===== config.mk =====
export PLATFORM = sky130hd
export DESIGN_NAME = resultado_bcd
export DESIGN_NICKNAME = d
export VERILOG_FILES = /design/src/rtl/resultado_bcd.sv
export SDC_FILE = /design/constraint.sdc
export NUM_CORES = 1
export LEC_CHECK = 0
export CORE_ASPECT_RATIO = 1.5
export CORE_MARGIN = 2
export CORE_UTILIZATION = 40
export CTS_CLUSTER_DIAMETER = 30
export CTS_CLUSTER_SIZE = 8
export DETAILED_ROUTE_END_ITERATION = 16
export GPL_ROUTABILITY_DRIVEN = 1
export MAX_ROUTING_LAYER = met4
export PLACE_DENSITY = 0.62
export RECOVER_POWER = 25
export SLEW_MARGIN = 20
export SYNTH_ARGS = -nofsm -noshare
export SYNTH_HDL_FRONTEND = slang
export SYNTH_SLANG_ARGS = --single-unit

===== constraint.sdc =====
create_clock -name relogio -period 5.2 [get_ports relogio]
set_input_delay 0.78 -clock relogio [delete_from_list [all_inputs] [get_ports relogio]]
set_output_delay 0.78 -clock relogio [all_outputs]
set_load 0.02 [all_outputs]

===== src/rtl/resultado_bcd.sv =====
// Sign plus three-digit BCD conversion of a 9-bit two's-complement result, via a fixed 11-clock double dabble.
// Optional leading-zero blanking (digit 4'hF) is enabled with `RESULTADO_BCD_BLANK_EN.
module resultado_bcd (
  input  logic              relogio,
  input  logic              reset,
  input  logic signed [8:0] valor,
  input  logic              inicio,
  output logic              ocupado,
  output logic              pronto,
  output logic              sinal,
  output logic [3:0]        centenas,
  output logic [3:0]        dezenas,
  output logic [3:0]        unidades
);

  typedef enum logic [1:0] {IDLE, NEG, SHIFT, DONE} estado_t;

  estado_t           estado_q;
  logic signed [8:0] valor_q;
  logic        [8:0] mag_q;
  logic       [11:0] bcd_q;
  logic        [3:0] cnt_q;
  logic              sinal_int_q;

  logic       [11:0] bcd_adj_d;
  logic       [20:0] shift_d;

  function automatic logic [3:0] add3(input logic [3:0] n);
    return (n >= 4'd5) ? n + 4'd3 : n;
  endfunction

  // -256 negates to 9'h100, which read unsigned is exactly 256
  function automatic logic [8:0] magnitude(input logic signed [8:0] v);
    return $unsigned(v[8] ? (~v + 9'sd1) : v);
  endfunction

  always_comb begin
    bcd_adj_d = {add3(bcd_q[11:8]), add3(bcd_q[7:4]), add3(bcd_q[3:0])};
    shift_d   = {bcd_adj_d, mag_q} << 1;
  end

  always_ff @(posedge relogio) begin
    if (reset) begin
      estado_q <= IDLE;
      cnt_q    <= 4'd0;
      ocupado  <= 1'b0;
      pronto   <= 1'b0;
      sinal    <= 1'b0;
      centenas <= 4'd0;
      dezenas  <= 4'd0;
      unidades <= 4'd0;
    end else begin
      case (estado_q)
        IDLE: begin
          pronto <= 1'b0;
          if (inicio) begin
            valor_q  <= valor;
            ocupado  <= 1'b1;
            estado_q <= NEG;
          end else begin
            ocupado <= 1'b0;
          end
        end
        NEG: begin
          sinal_int_q <= valor_q[8];
          mag_q       <= magnitude(valor_q);
          bcd_q       <= 12'd0;
          cnt_q       <= 4'd0;
          estado_q    <= SHIFT;
        end
        SHIFT: begin
          bcd_q <= shift_d[20:9];
          mag_q <= shift_d[8:0];
          cnt_q <= cnt_q + 4'd1;
          if (cnt_q == 4'd8) estado_q <= DONE;
        end
        DONE: begin
          // ocupado stays high through the pronto cycle and drops with it in IDLE
          sinal    <= sinal_int_q;
          unidades <= bcd_q[3:0];
`ifdef RESULTADO_BCD_BLANK_EN
          centenas <= (bcd_q[11:8] == 4'd0) ? 4'hF : bcd_q[11:8];
          dezenas  <= (bcd_q[11:4] == 8'd0) ? 4'hF : bcd_q[7:4];
`else
          centenas <= bcd_q[11:8];
          dezenas  <= bcd_q[7:4];
`endif
          pronto   <= 1'b1;
          estado_q <= IDLE;
        end
        default: estado_q <= IDLE;
      endcase
    end
  end

endmodule


# Word-level counts from Yosys, hierarchy flattened
# Cells that the tools add are included.
[op_classes]
add_sub_neg = 5
n_lt_le_gt_ge = 3
n_eq_ne = 6
muxes = 12
n_bitwise = 2
reduce_logical = 7
[ops]
columns = ["op", "count"]
rows = [
  ["$pmux 12 s2", 1],
  ["$pmux 9 s2", 1],
  ["$ge 4x3->1 const B", 3],
  ["$add 9x2->9 const B", 1],
  ["$mux 9", 1],
  ["$not 9->9", 1],
  ["$add 4x2->4 const B", 2],
  ["$mux 4", 2],
  ["$pmux 2 s4", 1],
  ["$pmux 4 s2", 1],
  ["$reduce_and 2->1", 3],
  ["$add 4x1->4 const B", 1],
  ["$eq 2x2->1 const B", 2],
  ["$eq 4x4->1 const B", 1],
  ["$mux 2", 2],
  ["$ne 2x2->1 const B", 2],
  ["$reduce_bool 2->1", 2],
  ["$add 3x2->3 const B", 1],
  ["$mux 3", 1],
  ["$reduce_and 3->1", 1],
  ["$eq 2x1->1 const B", 1],
  ["$logic_not 2->1", 1],
  ["$pmux 1 s2", 1],
  ["$mux 1", 1],
  ["$not 1->1", 1],
]
[word_totals]
register_bits = 52
input_bits = 12

# Longest topological paths before layout
# Gate-level depths: netlist (run 1).
[depth]
ltp_word = 4
ltp_mapped = 7
ltp_nobuf = 6

# Worst setup path after synthesis (run 1)
# Ideal clock, no wire load.
[synth_timing]
path_kind = "register to register"
from = "register estado_q[0]"
to = "register bcd_q[0], enable pin"
t_arrival_ns = 1.953
t_required_ns = 4.799
slack_ns = 2.846
stages_incl_launch_ff = 5
path_buffers = 1
path_cell_list = "dfxtp_1 > inv_1 > ha_1 > clkbuf_1 > nor2b_1"
[synth_between]
elab_chain_cells = 3
elab_cells_between_ends = 4
[synth_lines]
columns = ["item", "line", "rtl"]
rows = [
  ["start, declared", "18", "estado_t estado_q;"],
  ["start signal, assigned", "44", "estado_q <= IDLE;"],
  ["start signal, assigned", "59", "estado_q <= NEG;"],
  ["start signal, assigned", "69", "estado_q <= SHIFT;"],
  ["$eq 2x2->1 / $eq 2x1->1 (equally long branches)", "53", "case (estado_q)"],
  ["$reduce_bool 2->1 (no line) *", "-", ""],
  ["$reduce_and 2->1 (no line) *", "-", ""],
  ["end signal, assigned", "72", "bcd_q <= shift_d[20:9];"],
  ["end, declared", "21", "logic [11:0] bcd_q;"],
]
# Every way passes the cells marked *; elsewhere a longest branch is shown, timed or not.
# A chain may end at the register's enable or synchronous reset.

# Worst setup path after layout (run 1)
[layout_timing]
from = "input port reset"
to = "register valor_q[7], enable pin"
[layout_between]
elab_chain_cells = 2
[layout_lines]
columns = ["item", "line", "rtl"]
rows = [
  ["start, declared", "5", "input logic reset,"],
  ["$not 1->1 (no line)", "-", ""],
  ["$reduce_and 3->1 (no line)", "-", ""],
  ["end signal, assigned", "57", "valor_q <= valor;"],
  ["end, declared", "19", "logic signed [8:0] valor_q;"],
]
# Every way passes these cells.

==> results of run 1 <==
## cell usage after synthesis, types with 2 or more instances
master | instances | share of area, %
a211oi_1 | 3 | 0.94
a21o_1 | 3 | 0.94
a21oi_1 | 8 | 1.7
and3_1 | 3 | 0.79
clkbuf_1 | 8 | 1.3
dfxtp_1 | 21 | 18
edfxtp_1 | 31 | 39
ha_1 | 13 | 6.8
inv_1 | 13 | 2.0
mux2i_1 | 16 | 6.7
nand2_1 | 15 | 2.4
nand2b_1 | 8 | 2.1
nand3_1 | 2 | 0.42
nor2_1 | 32 | 5.0
nor2b_1 | 4 | 1.0
o21ai_0 | 11 | 2.3
o31ai_1 | 2 | 0.63
xnor2_1 | 8 | 2.9
xor2_1 | 3 | 1.1
## per-stage QoR
step,hold WS (ps),setup WS (ps),instance area [um^2]
6_report,480,2850,2800
5_1_grt,510,2740,2800
4_1_cts,487,2720,2800
3_5_place_dp,469,2390,2710
3_3_place_gp,466,2420,2710
2_1_floorplan,424,2850,2390
## area by class of cell
type,count,area (um^2),share of cell area (%)
inverters,13,48.8,1.74
multi-input cells,142,955,34.1
clock buffers,6,72.6,2.60
clock inverters,2,11.3,0.403
flip-flops and latches,52,1350,48.3
repair buffers,27,268,9.57
well taps,72,90.1,3.22
## state kept, by name (all words and copies together), names as in the netlist, 2 cells and up
register / count
unidades: 4
centenas: 4
bcd_q: 12
dezenas: 4
estado_q: 2
cnt_q: 4
valor_q: 9
mag_q: 9
## metal layers
layer  global-route usage [%]  wire (um)  vias up  share of wire [%]
li1                         -          -      790                  -
met1                     15.7       1700      732                 44
met2                     22.5       2020       25                 52
met3                     2.97        128        4                3.3
met4                     4.71         53        0                1.4
met5                        -          0        -                  0
## cell families (layout without fill, tap and decap cells)
group / after synthesis / count (layout) / share of synthesized area [%]
buffers and inverters: 22 / 48 / 3.51
multiplexers: 17 / 17 / 7.33
flip-flops: 52 / 52 / 56.5
adder cells (fa/ha/maj): 13 / 13 / 6.81
AO/OA/AOI/OAI: 31 / 31 / 8.17
AND/OR/NAND/NOR: 70 / 70 / 13.6
XOR/XNOR: 11 / 11 / 4.03
## power by group through the flow
stage / registers [uW] / clock network (uW) / logic, uW
after floorplan: 623 / 0 / 276
after global placement: 625 / 0 / 377
after detailed placement: 627 / 0 / 387
after CTS: 618 / 235 / 388
after global routing: 628 / 247 / 431
final: 616 / 223 / 378
## worst max-delay path by stage
| stage | slack (ps) | to | start |
|---|---|---|---|
| after floorplan | 2850 | bcd_q[0] | estado_q[0] |
| after global placement | 2420 | valor_q[7] | reset |
| after detailed placement | 2390 | valor_q[7] | reset |
| after CTS | 2720 | valor_q[7] | reset |
| after global routing | 2740 | valor_q[0] | reset |
| final | 2850 | valor_q[7] | reset |
==> results.yml, run 1 <==
logic_synthesis:
  synth-main-ff-cell: "edfxtp_1"
  synth_cells: 216
  yosysWarningCount: 0
  mappedNetlistArea_um2: 2390
  ys_seq_area_share_pct: 56.5
  ys_ff_latch: 52
  synth_nets: 241
  synth-async-reset-ratio_pct: 0
  synth_edf_count: 31
  syn_area_per_cell_um2: 11.1
  synth.distinct_cells: 31
pwr:
  pwr-share-seq_pct: 50.6
  ir_drop_uv: 273
  combinationalPowerShare_pct: 31.1
  p_int_uw: 811
  total_power_uw: 1220
  switchingPower_uw: 407
  p_leak_uw: 0.00101
  clkPwrFrac_pct: 18.3
  switching_share_pct: 33.4
  powerDensity_nw_per_um2: 436
sta:
  fmax_mhz: 425
  setup_viol: 0
  fin_crit_sh_pct: 45.2
  slew_headroom_pct: 39.1
  finalHoldViolCount: 0
  finClkSkew_ps: 4.52
  layout_min_cycle_time_ps: 2350
  setup-tns-final_ps: 0
  worstMarginPinSlew_ps: 911
  maxSlewViolCount: 0
  rsz0062_at_grt: "no"
place:
  place_hpwl_um: 2760
  dp.cells: 306
  port_buffers: 26
  gp_congestion: 0.718
detailed_routing:
  first_iter_violations: 33
  antenna_left: 0
  wl_per_cell_um: 12.4
  drt-total-wl_um: 3900
  via_per_inst: 4.94
  route.vias.total: 1551
  drc: 0
  dr.pass1.iters: 3
worst_setup_path:
  crit_fanout: 24
  r2r_end: "mag_q[7]"
  critPathBufInv: 1
  r2r-start: "estado_q[0]"
  crit_cells: 2
  startpoint_type: "input port"
  arrival_ps: 2300
  r2r_cells: 4
  crit_slowest_cell: "dlygate4sd3_1"
  path_class: "input port to flop"
  required_ps: 5140
  critPathTopFamily: "buffers and inverters"
  setup.worst_path.end_class: "flop"
  slowest_delay_ps: 870
  rrSetupSlack_ps: 3040
  cp_cell_sequence: "dlygate4sd3_1, nor2_1"
global_routing:
  grt-ovfl-total: 0
  grt_use_total_pct: 13.5
  grt_pass1_wl_um: 6760
  antenna_found_initial: 0
  grt_pass1_vias: 1523
  grt_max_degree: 25
cells_and_area:
  num-fill-cells: 571
  utilization_pct: 48.3
  layout-drive-gt1-share_pct: 4.55
  area_growth_pct: 17.0
  final_common_cell: "nor2_1"
  instances_no_fill: 314
  antenna_cells: 0
  final_cell_mix: "nor2_1 (32), edfxtp_1 (31), dfxtp_1 (21)"
  layout.nets: 266
hold_path:
  min_path_type: "flop to flop"
  min_delay_path_depth: 2
  min_to: "ocupado"
  min_from: "ocupado"
clock_network:
  cts_tree: "built"
  clock_path_buffers: 2
  insertion_delay_ps: 300
  post_cts_buffers: 0
  root_buffer: "clkbuf_8"
  cts_buffers: 5
  cts_hold_buf: 0
  post_cts_resized: 0
  cts_sinks: 52
  clk_pin_slew_worst_paths_ps: 90
  cts_htree_levels: 2
floorplanning:
  io_pins: 27
  num_rows: 34
  core_area_um2: 5790
  die-area_um2: 6620
  die_w_um: 67.1
  start_util_pct: 41.3
  die_y_um: 98.7
run_status:
  status: "finished clean"
run:
  cap_violations: 0
Power figures use the tool's default switching activity.
==> run 2: changes to the inputs <==
- clock period: 5.2 -> 2.32 ns (I/O delays scaled with it)
==> results.yml, run 2 (same netlist as run 1, synthesis figures left out) <==
clock_network:
  cts_tree: "built"
  cts_buffers: 5
  cts_sinks: 52
  clk_pin_slew_worst_paths_ps: 90
  clock_path_buffers: 2
  root_buffer: "clkbuf_8"
  post_cts_resized: 0
  cts_htree_levels: 2
  cts_hold_buf: 0
  post_cts_buffers: 0
  insertion_delay_ps: 310
sta:
  finClkSkew_ps: 4.86
  finalHoldViolCount: 0
  setup_viol: 0
  fin_crit_sh_pct: 79.7
  layout_min_cycle_time_ps: 1850
  maxSlewViolCount: 0
  hold_slack_ps: 481
  rsz0062_at_grt: "no"
  layout_setup_ws_ps: 471
  fmax_mhz: 541
  worstMarginPinSlew_ps: 844
  setup-tns-final_ps: 0
  slew_headroom_pct: 43.8
detailed_routing:
  dr.pass1.iters: 4
  antenna_left: 0
  drc: 0
  drt-total-wl_um: 3970
  wl_per_cell_um: 12.4
  first_iter_violations: 43
  via_per_inst: 4.88
  route.vias.total: 1561
place:
  placed_cell_area_um2: 2760
  gp_congestion: 0.828
  dp_slack_ps: 477
  place_hpwl_um: 2910
  port_buffers: 26
global_routing:
  grt_max_degree: 24
  grt_use_total_pct: 14.6
  grt_pass1_vias: 1614
  grt_pass1_wl_um: 7200
  antenna_found_initial: 0
  grt-ovfl-total: 0
floorplanning:
  die_y_um: 98.7
  start_util_pct: 41.3
  num_rows: 34
  io_pins: 27
  die_w_um: 67.1
  core_area_um2: 5790
  die-area_um2: 6620
pwr:
  p_leak_uw: 0.00103
  switchingPower_uw: 928
  combinationalPowerShare_pct: 31.5
  clkPwrFrac_pct: 18.8
  ir_drop_uv: 586
  p_int_uw: 1840
  powerDensity_nw_per_um2: 975
  switching_share_pct: 33.5
  pwr-share-seq_pct: 49.8
worst_setup_path:
  crit_fanout: 5
  path_class: "flop to flop"
  startpoint_type: "flop"
  required_ps: 2380
  crit_start: "valor_q[2]"
  r2r-start: "valor_q[2]"
  setup.worst_path.end_class: "flop"
  arrival_ps: 1910
cells_and_area:
  num-fill-cells: 585
  antenna_cells: 0
  largest_register_ff_count: 12
  regMostFlops: "bcd_q"
  seq_area_um2: 1350
  layout.nets: 272
  utilization_pct: 49.1
  largest_registers: "bcd_q (12), mag_q (9), valor_q (9)"
  multi_input_area_um2: 957
  final_cell_mix: "nor2_1 (32), edfxtp_1 (31), dfxtp_1 (21)"
  final_cell_area_um2: 2840
  area_growth_pct: 18.9
  final_common_cell: "nor2_1"
  layout-drive-gt1-share_pct: 6.85
run_status:
  status: "finished clean"
hold_path:
  min_path_type: "flop to flop"
  min_from: "ocupado"
run:
  cap_violations: 0
==> run 2: cell types whose count changed in the layout (fill, tap and decap cells not counted), sizes merged <==
cell and change:
clkbuf +2, buf +4
==> run 2: area by class of cell <==
type / count / area share (%)
sequential: 52 / 47.6
multi-input combinational: 142 / 33.7
timing repair buffer: 33 / 10.7
tap: 72 / 3.17
clock buffer: 6 / 2.55
inverter: 13 / 1.72
clock inverter: 2 / 0.572
==> run 2: critical path, cell delays in order (launching register included) <==
cell      delay [ps]
edfxtp_1         460
or4_4            560
o41ai_2          240
xnor2_1          100
mux2_4           250
==> run 2: final timing paths <==
| path | to | slack (ps) | cells past startpoint |
|---|---|---|---|
| hold reg to reg | ocupado | 480 | 2 |
| setup reg to reg | mag_q[7] | 470 | 4 |
| hold / removal | ocupado | 480 | 2 |
| setup / recovery | mag_q[7] | 470 | 4 |
==> run 2: per-layer routing <==
| layer | track usage [%] | up-vias | wire, um |
|---|---|---|---|
| li1 | - | 798 | - |
| met3 | 3.54 | 6 | 159 |
| met4 | 6.12 | 0 | 81 |
| met2 | 24.4 | 27 | 2160 |
| met1 | 16.3 | 730 | 1570 |
| met5 | - | - | 0 |
==> run 2: stage by stage <==
| stage | instances | total power, uW |
|---|---|---|
| final | 320 | 2770 |
| after global routing | 320 | 2980 |
| after CTS | 320 | 2830 |
| after detailed placement | 312 | 2300 |
| after global placement | 312 | 2280 |
| after floorplan | 216 | 2020 |
==> run 2: power groups by stage <==
stage	Sequential (uW)	Clock [uW]	Combinational [uW]
final	1380	520	872
after global routing	1410	574	1000
after CTS	1380	544	901
after detailed placement	1400	0	895
after global placement	1400	0	880
after floorplan	1390	0	622
==> run 3: changes to the inputs <==
- PLACE_DENSITY: 0.62 -> 0.64
- clock period: 2.32 -> 1.5 ns (I/O delays scaled with it)
==> results.yml, run 3 (same netlist as run 1, synthesis figures left out) <==
worst_setup_path:
  setup.worst_path.end_class: "flop"
  r2r-start: "valor_q[6]"
  startpoint_type: "flop"
  path_class: "flop to flop"
  crit_start: "valor_q[6]"
  crit_fanout: 2
  required_ps: 1560
  arrival_ps: 1870
  rrSetupSlack_ps: -310
place:
  placed_cell_area_um2: 2950
  dp.cells: 328
  gp_congestion: 0.778
  place_hpwl_um: 3010
  port_buffers: 26
floorplanning:
  start_util_pct: 41.3
  num_rows: 34
  die_y_um: 98.7
  io_pins: 27
  core_area_um2: 5790
  die-area_um2: 6620
  die_w_um: 67.1
cells_and_area:
  final_cell_mix: "nor2_1 (32), edfxtp_1 (31), buf_4 (23)"
  utilization_pct: 53.3
  multi_input_area_um2: 1050
  seq_area_um2: 1350
  layout-drive-gt1-share_pct: 20.1
  final_common_cell: "nor2_1"
  layout.nets: 292
  num-fill-cells: 541
  final_cell_area_um2: 3080
  largest_register_ff_count: 12
  largest_registers: "bcd_q (12), mag_q (9), valor_q (9)"
  area_growth_pct: 29.0
  regMostFlops: "bcd_q"
  instances_no_fill: 340
  antenna_cells: 0
sta:
  finalHoldViolCount: 0
  setup_viol: 4
  worstMarginPinSlew_ps: 310
  rsz0062_at_grt: "yes"
  layout_setup_ws_ps: -307
  fmax_mhz: 554
  finClkSkew_ps: 7.67
  maxSlewViolCount: 0
  layout_min_cycle_time_ps: 1810
  slew_headroom_pct: 79.3
  hold_slack_ps: 481
  setup-tns-final_ps: -487
  fin_crit_sh_pct: 120
clock_network:
  clk_pin_slew_worst_paths_ps: 90
  cts_buffers: 5
  cts_tree: "built"
  cts_hold_buf: 0
  cts_htree_levels: 2
  cts_sinks: 52
  root_buffer: "clkbuf_8"
  clock_path_buffers: 2
  insertion_delay_ps: 310
global_routing:
  grt-ovfl-total: 0
  grt_use_total_pct: 14.5
  grt_max_degree: 22
  grt_pass1_vias: 1556
  antenna_found_initial: 0
  grt_pass1_wl_um: 7090
run:
  cap_violations: 0
detailed_routing:
  drt-total-wl_um: 4230
  via_per_inst: 4.78
  wl_per_cell_um: 12.4
  first_iter_violations: 70
  dr.pass1.iters: 5
  antenna_left: 0
  drc: 0
  route.vias.total: 1625
pwr:
  ir_drop_uv: 1320
  powerDensity_nw_per_um2: 1530
  p_leak_uw: 0.00120
hold_path:
  min_path_type: "flop to flop"
  min_from: "ocupado"
run_status:
  status: "complete, but fails checks"
  violations: "setup timing"
[run 3: cell types whose count changed in the layout (fill, tap and decap cells not counted), moves of 5 or more]
cell	previous run	this run
ha_1	13	8
buf_4	5	23
inv_1	13	8
inv_2	0	5
clkdlybuf4s50_1	16	4
clkbuf_1	3	10
[run 3: worst paths after layout]
| check | to | depth (start not counted) |
|---|---|---|
| max | mag_q[7] | 4 |
| min | ocupado | 2 |
| max reg2reg | mag_q[7] | 4 |
| min reg2reg | ocupado | 2 |
[run 3: repair_timing]
action / 4_1_cts / 5_1_grt
setup endpoints to repair: 5 / 24
resized for setup: 4 / 25
pin swaps: 3 / 7
setup buffers: 0 / 4
[run 3: where the power goes]
part | total, uW | switching, uW | internal (uW)
clock | 831 | 455 | 376
sequential | 2110 | 185 | 1920
combinational | 1790 | 900 | 887
total | 4720 | 1540 | 3180
[run 3: worst max-delay path, cell delays in order, from the launching register on]
cell,delay [ps]
edfxtp_1,420
or4_4,560
o41ai_4,230
xnor2_1,100
mux2_4,260
[run 3: cell type report]
type,instances,share of cell area (%)
clock buffer,7,2.80
inverter,13,1.58
clock inverter,1,0.244
multi-input combinational,142,34.1
timing repair buffer,53,14.5
tap,72,2.92
sequential,52,43.9
[run 3: per-layer routing]
metal	global-route usage (%)	wire, um
met4	6.12	91
met1	16.8	1810
met2	24.1	2180
met3	2.74	142
met5	-	0
[run 3: per-stage QoR]
stage | setup slack (ps) | total power [uW]
finish | -307 | 4720
detailed placement | -341 | 3870
CTS | -320 | 4710
floorplan | -278 | 3230
global route | -369 | 5040
global placement | -252 | 3840
